File: src/rtl/voq_in_ctrl.sv
// Input-side VOQ writer: sorts cells by in_dest into PORT_NUB FIFOs, pops the scheduler-selected head.
// Latency: write visible to read the next cycle; rd_data/rd_valid registered, one cycle after rd_in.
// Backpressure: in_ready=!full of in_dest; with VOQ_DROP_EN in_ready=1 and full-VOQ cells are dropped and counted.
module voq_in_ctrl #(
  parameter int PORT_NUB   = 4,
  parameter int DATA_WIDTH = 32,
  parameter int DEPTH      = 8,
  localparam int WIDTH_SEL = $clog2(PORT_NUB),
  localparam int CNT_W     = $clog2(DEPTH+1)
) (
  input  logic                  clk,
  input  logic                  rst,
  input  logic                  in_valid,
  output logic                  in_ready,
  input  logic [WIDTH_SEL-1:0]  in_dest,
  input  logic [DATA_WIDTH-1:0] in_data,
  input  logic                  rd_in,
  input  logic [WIDTH_SEL-1:0]  rd_sel_in,
  output logic [DATA_WIDTH-1:0] rd_data,
  output logic                  rd_valid,
  output logic [PORT_NUB-1:0]   empty_out,
  output logic [PORT_NUB-1:0]   full_out,
  output logic [15:0]           drop_cnt
);

  localparam int PTR_W = $clog2(DEPTH);
  localparam logic [CNT_W-1:0] FULL_CNT = CNT_W'(DEPTH);

  logic [CNT_W-1:0]      cnt    [PORT_NUB];
  logic [PTR_W-1:0]      wr_ptr [PORT_NUB];
  logic [PTR_W-1:0]      rd_ptr [PORT_NUB];
  logic [DATA_WIDTH-1:0] mem    [PORT_NUB][DEPTH];

  logic                dest_full;
  logic                wr;
  logic                rd;
  logic [PORT_NUB-1:0] wr_hit;
  logic [PORT_NUB-1:0] rd_hit;

  // Flags come only from registered counts, so no input reaches them combinationally.
  always_comb begin
    empty_out = '0;
    full_out  = '0;
    for (int d = 0; d < PORT_NUB; d++) begin
      empty_out[d] = (cnt[d] == '0);
      full_out[d]  = (cnt[d] == FULL_CNT);
    end
  end

  assign dest_full = full_out[in_dest];
  assign wr        = in_valid & ~dest_full;
  assign rd        = rd_in & ~empty_out[rd_sel_in];

  always_comb begin
    wr_hit = '0;
    rd_hit = '0;
    if (wr) wr_hit[in_dest]   = 1'b1;
    if (rd) rd_hit[rd_sel_in] = 1'b1;
  end

  always_ff @(posedge clk) begin
    if (rst) begin
      for (int d = 0; d < PORT_NUB; d++) begin
        cnt[d]    <= '0;
        wr_ptr[d] <= '0;
        rd_ptr[d] <= '0;
      end
      rd_valid <= 1'b0;
      rd_data  <= '0;
    end else begin
      for (int d = 0; d < PORT_NUB; d++) begin
        if (wr_hit[d]) wr_ptr[d] <= wr_ptr[d] + 1'b1;
        if (rd_hit[d]) rd_ptr[d] <= rd_ptr[d] + 1'b1;
        if (wr_hit[d] && !rd_hit[d])
          cnt[d] <= cnt[d] + 1'b1;
        else if (rd_hit[d] && !wr_hit[d])
          cnt[d] <= cnt[d] - 1'b1;
      end
      rd_valid <= rd;
      if (rd) rd_data <= mem[rd_sel_in][rd_ptr[rd_sel_in]];
    end
  end

  // Cell storage needs no reset: only pointers and counts define what is queued.
  always_ff @(posedge clk) begin
    if (wr) mem[in_dest][wr_ptr[in_dest]] <= in_data;
  end

`ifdef VOQ_DROP_EN
  assign in_ready = 1'b1;

  always_ff @(posedge clk) begin
    if (rst)
      drop_cnt <= 16'h0000;
    else if (in_valid && dest_full && drop_cnt != 16'hFFFF)
      drop_cnt <= drop_cnt + 16'd1;
  end
`else
  assign in_ready = ~dest_full;
  assign drop_cnt = 16'h0000;
`endif

endmodule

File: config.mk
export PLATFORM = sky130hd
export DESIGN_NAME = voq_in_ctrl
export DESIGN_NICKNAME = d
export VERILOG_FILES = /design/src/rtl/voq_in_ctrl.sv
export SDC_FILE = /design/constraint.sdc
export NUM_CORES = 1
export LEC_CHECK = 0
export CORE_MARGIN = 5
export CORE_UTILIZATION = 45
export DETAILED_ROUTE_END_ITERATION = 8
export GPL_TIMING_DRIVEN = 1
export PLACE_DENSITY = 0.67
export SYNTH_ARGS = -nofsm -noshare
export SYNTH_HDL_FRONTEND = slang
export SYNTH_SLANG_ARGS = --single-unit
export TNS_END_PERCENT = 5
File: constraint.sdc
create_clock -name clk -period 4.2 [get_ports clk]
set_clock_uncertainty 0.15 [all_clocks]
set_input_delay 1.26 -clock clk [delete_from_list [all_inputs] [get_ports clk]]
set_output_delay 1.26 -clock clk [all_outputs]
set_load 0.03 [all_outputs]
* Word level (Yosys, flattened, before mapping) *
Memory sizes are Yosys's and may differ from the RTL's.
Index checks and enable logic that the tools add are counted.

operators by class
  equal/unequal tests = 4
  reduce and logical (&&, ||, !) cells = 23
  add/subtract/negate cells = 16
  bitwise gates (word level) = 22
  multiplexer cells = 87
  $lt $le $gt $ge = 7

operators with widths
  kind                   count
  $mux W256              1
  $bmux W32 S3           1
  $demux W32 S3          1
  $mux W32               3
  $mux W1                59
  $mux W4                10
  $add A3 B1 Y3 const B  8
  $mux W3                8
  $add A4 B1 Y4 const B  4
  $eq A4 B4 Y1 const B   4
  $logic_not A4 Y1       4
  $or A1 B1 Y1           16
  $sub A4 B1 Y4 const B  4
  $logic_and A1 B1 Y1    11
  $ge A4 B4 Y1 const B   2
  $logic_not A1 Y1       8
  $not A3 Y4             2
  $lt A2 B3 Y1 const B   2
  $bmux W1 S2            2
  $demux W1 S2           2
  $ge A2 B1 Y1 const B   2
  $lt A4 B1 Y1 const B   1
  $and A1 B1 Y1          2
  $not A1 Y1             2

storage, ports and cells
  input bits = 40
  RAM bits = 1064
  logic and storage cells = 165
  register bits = 33
  memories = 4

memories
  memory  words  bits a word  rd ports  clocked after Yosys merged registers in  wr ports  line  RTL
  mem     4      256          1         0                                        1         32    logic [DATA_WIDTH-1:0] mem [PORT_NUB][DEPTH];
  cnt     4      4            4         0                                        4         29    logic [CNT_W-1:0] cnt [PORT_NUB];
  rd_ptr  4      3            5         0                                        4         31    logic [PTR_W-1:0] rd_ptr [PORT_NUB];
  wr_ptr  4      3            5         0                                        4         30    logic [PTR_W-1:0] wr_ptr [PORT_NUB];

* Longest topological paths before layout *
Gate-level depths: netlist of run 1.
An unclocked memory read counts as a cell.

  depth after elaboration = 14
  gate-level depth with buffers = 14
  depth with buffers taken out = 13

* Worst setup path before layout of run 1 *
Ideal clock, no wire load.

  path type = in2reg
  start = in in_dest[0]
  end = mem mem[3][224] (netlist name), enable pin
  slack = -0.194 ns
  stages on the path = 5
  required time = 3.629 ns
  data arrival time = 3.823 ns
  cells stage by stage = buf_2 -> mux4_2 -> or2_2 -> clkbuf_1 -> nor2_1

between the ends
  longest elaborated chain between the ends = 7
  elaborated cells between the ends (all ways) = 13
  those cells by class = 2 x order compare; 6 x mux; 3 x bitwise; 1 x reduce/logical; 1 x memory

RTL lines
  what                                                                       line  RTL
  start, declared                                                            15    input logic [WIDTH_SEL-1:0] in_dest,
  $mem_v2 Z4 W3                                                              n/a
  $not A3 Y4 (not written as such)                                           86    if (wr) mem[in_dest][wr_ptr[in_dest]] <= in_data;
  $ge A4 B4 Y1 (not written as such) / $lt A4 B1 Y1 (equally long branches)  86
  $logic_and A1 B1 Y1 (not written as such)                                  86
  $mux W32 (not written as such)                                             86
  $demux W32 S3                                                              86
  $mux W256 (not written as such)                                            86
  end, declared                                                              32

Parallel ways exist; a longest one is shown, timed or not. The select of a mux whose other input is x is not followed.

* Worst setup path in the final report of run 1 *
  start = in in_dest[1]
  end = out in_ready

between the ends
  longest elaborated chain between the ends = 3

RTL lines
  what                           line  RTL
  $bmux W1 S2                    50    assign dest_full = full_out[in_dest];
  $mux W1 (not written as such)  50
  $not A1 Y1                     99    assign in_ready = ~dest_full;
  end, declared                  14    output logic in_ready,

Every way passes these cells. The select of a mux whose other input is x is not followed.

==> results.toml, run 1 <==
[outcome]
status = "finished, final reports clean"

[setup_path]
crit_slowest_cell = "clkdlybuf4s50_1"
cp_top_family = "buffers and inverters"
r2r_end = "cnt[0][3]"
end_kind = "primary output"
reg2reg_depth = 14
worstReg2RegStart = "cnt[3][0]"
r2r_slack_ps = 550
cp_num_buf_inv = 2
cp_data_arrival_time_ps = 2660
path_max_fanout = 6
critPathKind = "in2out"
critPathLaunchType = "input port"
crit_chain = "clkdlybuf4s50_1 > nor2b_1 > a22o_4 > nor3_2 > buf_4"
cp_data_required_time_ps = 2790
cpPeakStageDelay_ps = 530

[route]
route.detailed.drc = 0
ant_nets = 0
drt_pass1_iterations = 5
vias_per_cell = 5.812
wl_per_cell_um = 27.96
drt_iter0_markers = 2214
vias = 21046
routed_wl_mm = 101.2

[pwr]
clkPwrFrac_pct = 40.5
ir_worst_vdd_v = 0.0004041
p_seq_share_pct = 51.7
p_leak_nw = 16.65
p_comb_share_pct = 7.8
p_int_mw = 18.46
p_sw_mw = 5.294
switching_share_pct = 22.29
power_density_nw_per_um2 = 465.1

[final_layout]
regArea_um2 = 32610
nNetsFinal = 2317
synthToLayoutAreaGrowth_pct = 18.27
final_util_pct = 53.67
final_layout_size_suffix_gt1_share_pct = 28.37
multiInputGateArea_um2 = 10100
nFillCells = 7117

[logic_synthesis]
synth.distinct_cells = 58
synthXorXnorAreaFrac_pct = 0.3448
synth_cells = 1995
ys_seq_elements = 1097
synth_adder_area_share_pct = 0.6027
synth_flop_cell = "edfxtp_1"
synth_compound_area_share_pct = 0.9156
async_reset_ff_share_pct = 0
synth_top_area_cell = "edfxtp_1"
synth.area.mux_share_pct = 18.12
synth_top_area_share_pct = 73.99
ys_warn_count = 0
yosys.area_share.simple_pct = 2.695
synth_seq_area_share_pct = 75.52
yosys.cell_count.top_type = "edfxtp_1"
synth_common_cells = "edfxtp_1, mux4_2, mux2i_1"
synth_area_leaders = "edfxtp_1, mux4_2, mux2i_1"
avgSynthCellArea_um2 = 21.64
syn_area_um2 = 43180
synth_edf_count = 1064
synth_top_family_by_area = "multiplexers"

[floorplanning]
die_w_um = 319.8
rows = 113
start_util_pct = 45.38
ios = 98
coreArea_um2 = 95150
die-area_um2 = 102300
die-height_um = 319.8

[hold_path]
hp-start = "rd_data[18]"
hold_end = "rd_data[18]"
holdCritPathClass = "reg2reg"
holdPathStages = 2

[cts]
cts-root-buf = "clkbuf_16"
htreeDepth = 3
cts_tree = "done"
cts_sinks = 1097
cts_buffers = 111
clock_latency_ps = 690
cts_setup_buffers = 0
cts_buffer_depth = 3
clk_pin_slew_ps = 60

[placed_design]
dp_hpwl_mm = 58.98
port_buffers = 81
globalplace.congestion = 0.7814

[sta]
period_share_pct = 96.98
max_clock_freq_mhz = 245.5
hold_viol = 0
slew_headroom_pct = 23.77
final_max_slew_viol_count = 0
fin_crit_ps = 4073
tightest_slew_ps = 1140
fin_hold_ws_ps = 346.9
rsz0062_at_grt = "false"
setup_violations = 0

[global_routing]
grt_overflow = 0
grt_pass1_vias = 21711
antenna_found_initial = 4
grt_pass1_wl_mm = 148.6
gr-usage-all-layers_pct = 19.69
grt_max_degree = 139

[run]
maxCapViolations = 0
power by group through the flow:
| stage | clock network [mW] | registers, mW | logic (mW) |
|---|---|---|---|
| after detailed placement | 0 | 12.5 | 1.86 |
| after floorplan | 0 | 12.5 | 0.980 |
| final | 9.63 | 12.3 | 1.86 |
| after global routing | 10.3 | 12.3 | 1.97 |
| after global placement | 0 | 12.5 | 1.83 |
| after CTS | 9.81 | 12.3 | 1.87 |
worst reg2reg max path, delay by kind of cell (launching register included):
family	cells	cell delay, ps
simple gates	3	1020
xor+xnor	1	100
buf+inv	3	350
fa+ha+maj	2	470
flops	1	430
compound gates	5	970
flip-flops by register name, indices dropped and copies added, names as in the netlist:
register / cells
wr_ptr: 12
rd_ptr: 12
rd_valid: 1
mem: 1024
rd_data: 32
cnt: 16
layer usage:
layer | track usage (%) | vias up | part of all wire, %
met3 | 4.218 | 143 | 8.2
li1 | - | 8818 | -
met5 | 0 | - | 0.024
met4 | 4.807 | 4 | 1.9
met2 | 31.55 | 828 | 49
met1 | 28.11 | 11253 | 41
final cells by class:
type / instances / area share (%)
inverters: 20 / 0.1470
flip-flops and latches: 1097 / 63.85
multi-input cells: 773 / 19.78
clock inverters: 67 / 1.134
clock buffers: 143 / 5.894
diodes: 1 / 0.004900
well taps: 1265 / 3.099
repair buffers: 255 / 6.086
placed cells by master (no fill, tap or decap), types with 5 or more instances in the layout:
master	count
a21oi_1	6
buf_12	79
buf_4	96
bufinv_16	7
clkbuf_1	23
clkbuf_16	113
clkbuf_8	7
clkdlybuf4s50_1	77
clkinv_1	20
clkinv_2	24
clkinvlp_4	5
conb_1	16
dfxtp_1	33
edfxtp_1	1064
ha_1	16
inv_1	19
inv_6	6
mux2i_1	192
mux4_2	260
nand2_1	9
nand2b_1	15
nor2_1	49
nor2_4	32
nor3_1	46
nor4_1	8
o22ai_1	31
or2_2	8
xnor2_1	13
worst max-delay path by stage:
stage                           from     endpoint  slack, ps  depth (start not counted)
final                     in_dest[1]     in_ready        130                          5
after global routing      in_dest[1]     in_ready         70                          5
after CTS                 in_dest[1]     in_ready         60                          5
after detailed placement  in_dest[1]    cnt[0][3]       -330                         13
after global placement    in_dest[1]    cnt[1][3]       -210                         13
after floorplan           in_dest[0]  mem[3][224]       -190                          5
kinds of logic after synthesis:
kind of cell	after synthesis
compound gates	55
xor+xnor	17
fa+ha+maj	19
buf+inv	140
flops	1097
mux	455
other cells	1
simple gates	211
through the flow:
stage / cells / instance area (um2) / total power [mW] / setup WS, ps / TNS [ps]
after floorplan: 2010 / 43240 / 13.53 / -193.9 / -165580
after global placement: 3410 / 47470 / 14.32 / -214.8 / -631.8
after detailed placement: 3410 / 47470 / 14.37 / -327.8 / -2067
after CTS: 3620 / 51060 / 23.96 / 61.05 / 0
after global routing: 3621 / 51070 / 24.54 / 71.94 / 0
final: 3621 / 51070 / 23.76 / 127.0 / 0
timing repair:
item	4_1_cts	5_1_grt
setup endpoints to repair	0	1
gates resized for setup	0	1
hold buffers	0	0
Power figures use the tool's default switching activity.
==> run 2: changes to the inputs <==
--- a/config.mk
+++ b/config.mk
@@ -5,7 +5,7 @@
 export SDC_FILE = /design/constraint.sdc
 export NUM_CORES = 1
 export LEC_CHECK = 0
-export CORE_MARGIN = 5
+export CORE_MARGIN = 3
 export CORE_UTILIZATION = 45
 export DETAILED_ROUTE_END_ITERATION = 8
 export GPL_TIMING_DRIVEN = 1
==> run 2 against run 1 <==
Net effect:
- critical path depth unchanged
- via count down 0.86%
- critical path type unchanged
- highest routed layer unchanged
- design area down 0.88%
- non-clock buffer count down 12
- cell count down 0.91%
- routed wire length down 2.5%
- utilization up 0.082 points
- sequential power about the same
- sequential cell count unchanged
==> results.toml, run 2 (synthesis gave the netlist of run 1 again) <==
[floorplanning]
rows = 112
die_w_um = 315.8
start_util_pct = 45.85
die-area_um2 = 99710
coreArea_um2 = 94170
die-height_um = 315.8
ios = 98

[pwr]
ir_worst_vdd_v = 0.0003174
p_comb_share_pct = 7.8
switching_share_pct = 22.22
p_sw_mw = 5.202
power_density_nw_per_um2 = 462.6
p_int_mw = 18.21
clkPwrFrac_pct = 39.8
p_seq_share_pct = 52.4
p_leak_nw = 16.46

[final_layout]
nNetsFinal = 2302
final-instance-count-excl-fill = 3588
nFillCells = 7053
final_layout_size_suffix_gt1_share_pct = 27.51
final_cell_mix = "edfxtp_1, mux4_2, mux2i_1, clkbuf_16, buf_4"
final_util_pct = 53.75
n_antenna_cell = 0
largest_register_ffs = 1024
synthToLayoutAreaGrowth_pct = 17.23
mostFrequentLayoutCell = "edfxtp_1"

[route]
drt_iter0_markers = 1948
ant_nets = 0
wl_per_cell_um = 27.50
vias_per_cell = 5.815
vias = 20865
routed_wl_mm = 98.67
route.detailed.drc = 0
drt_pass1_iterations = 5

[sta]
rsz0062_at_grt = "false"
fin_crit_ps = 4118
setup_tns_ps = 0
hold_viol = 0
tightest_slew_ps = 1149
fin_ws_ps = 82.46
fin_hold_ws_ps = 344.7
final_max_slew_viol_count = 0
slew_headroom_pct = 23.18
period_share_pct = 98.04
setup_violations = 0
max_clock_freq_mhz = 242.9

[cts]
cts_buffer_depth = 3
clk_pin_slew_ps = 60
cts_sinks = 1097
cts_tree = "done"
cts_buffers = 108
htreeDepth = 3
cts-root-buf = "clkbuf_16"
clock_latency_ps = 690
cts_hold_buf = 0

[hold_path]
holdCritPathClass = "reg2reg"

[global_routing]
grt_pass1_vias = 21495
grt_pass1_wl_mm = 146.1
grt_overflow = 0
grt_max_degree = 114
antenna_found_initial = 3
gr-usage-all-layers_pct = 20.10

[placed_design]
placed_cells = 3387
port_buffers = 81
pre_cts_slack_ps = -284.6
dp_hpwl_mm = 56.95
globalplace.congestion = 0.7919

[setup_path]
cp_data_required_time_ps = 2790
path_max_fanout = 6
cp_data_arrival_time_ps = 2710
critPathLaunchType = "input port"
r2r_slack_ps = 520
end_kind = "primary output"
critPathKind = "in2out"

[run]
maxCapViolations = 0

[outcome]
status = "finished, final reports clean"
==> run 2: cell count changes in the layout (fill, tap and decap cells not counted), moves of 2 or more <==
cell | before | now
clkinv_4 | 2 | 0
inv_6 | 6 | 2
clkinv_1 | 20 | 26
clkinv_16 | 1 | 3
buf_12 | 79 | 63
clkbuf_8 | 7 | 4
clkbuf_16 | 113 | 109
buf_4 | 96 | 100
==> run 2: area by class of cell <==
cell class                      instances  area [um2]  share of cell area, %
Clock inverter                         66       580.6                  1.147
Tap cell                             1254        1569                  3.100
Clock buffer                          135        2865                  5.660
Timing Repair Buffer                  243        2818                  5.566
Sequential cell                      1097       32610                  64.42
Multi-Input combinational cell        773       10100                  19.96
Inverter                               20       75.07                 0.1483
==> run 2: what timing repair did <==
item | 4_1_cts | 5_1_grt
resized for setup | 1 | 0
endpoints found under the setup margin | 1 | 0
setup buffers | 0 | 0
==> run 2: metrics by stage <==
| step | instance area (um2) | power [mW] |
|---|---|---|
| after CTS | 50620 | 23.61 |
| after detailed placement | 47170 | 14.35 |
| after global routing | 50620 | 24.18 |
| after floorplan | 43240 | 13.53 |
| final | 50620 | 23.42 |
| after global placement | 47170 | 14.30 |
==> run 2: power by group through the flow <==
stage                     registers [mW]  logic, mW  clock network [mW]
after floorplan                     12.5      0.980                   0
after global placement              12.5       1.82                   0
after detailed placement            12.5       1.85                   0
after CTS                           12.3       1.86                9.49
after global routing                12.3       1.96                9.94
final                               12.3       1.84                9.31
==> run 2: worst max-delay path: stages <==
cell and delay [ps]:
clkdlybuf4s50_1 520, nor2b_1 210, a22o_4 320, nor3_2 200
buf_4 190
==> run 2: path summary, 6_finish.rpt <==
kind,from,endpoint,cells past startpoint
setup / recovery,in_dest[1],in_ready,5
setup reg to reg,cnt[3][0],cnt[1][3],14
hold / removal,rd_data[15],rd_data[15],2
hold reg to reg,rd_data[15],rd_data[15],2
==> run 2: metal layers <==
layer / vias up / GRT usage, % / part of all wire, %
li1: 8772 / - / -
met1: 11149 / 29.40 / 42
met2: 829 / 32.07 / 49
met3: 113 / 3.153 / 7.2
met4: 2 / 4.959 / 1.8
met5: - / 0 / 0.011
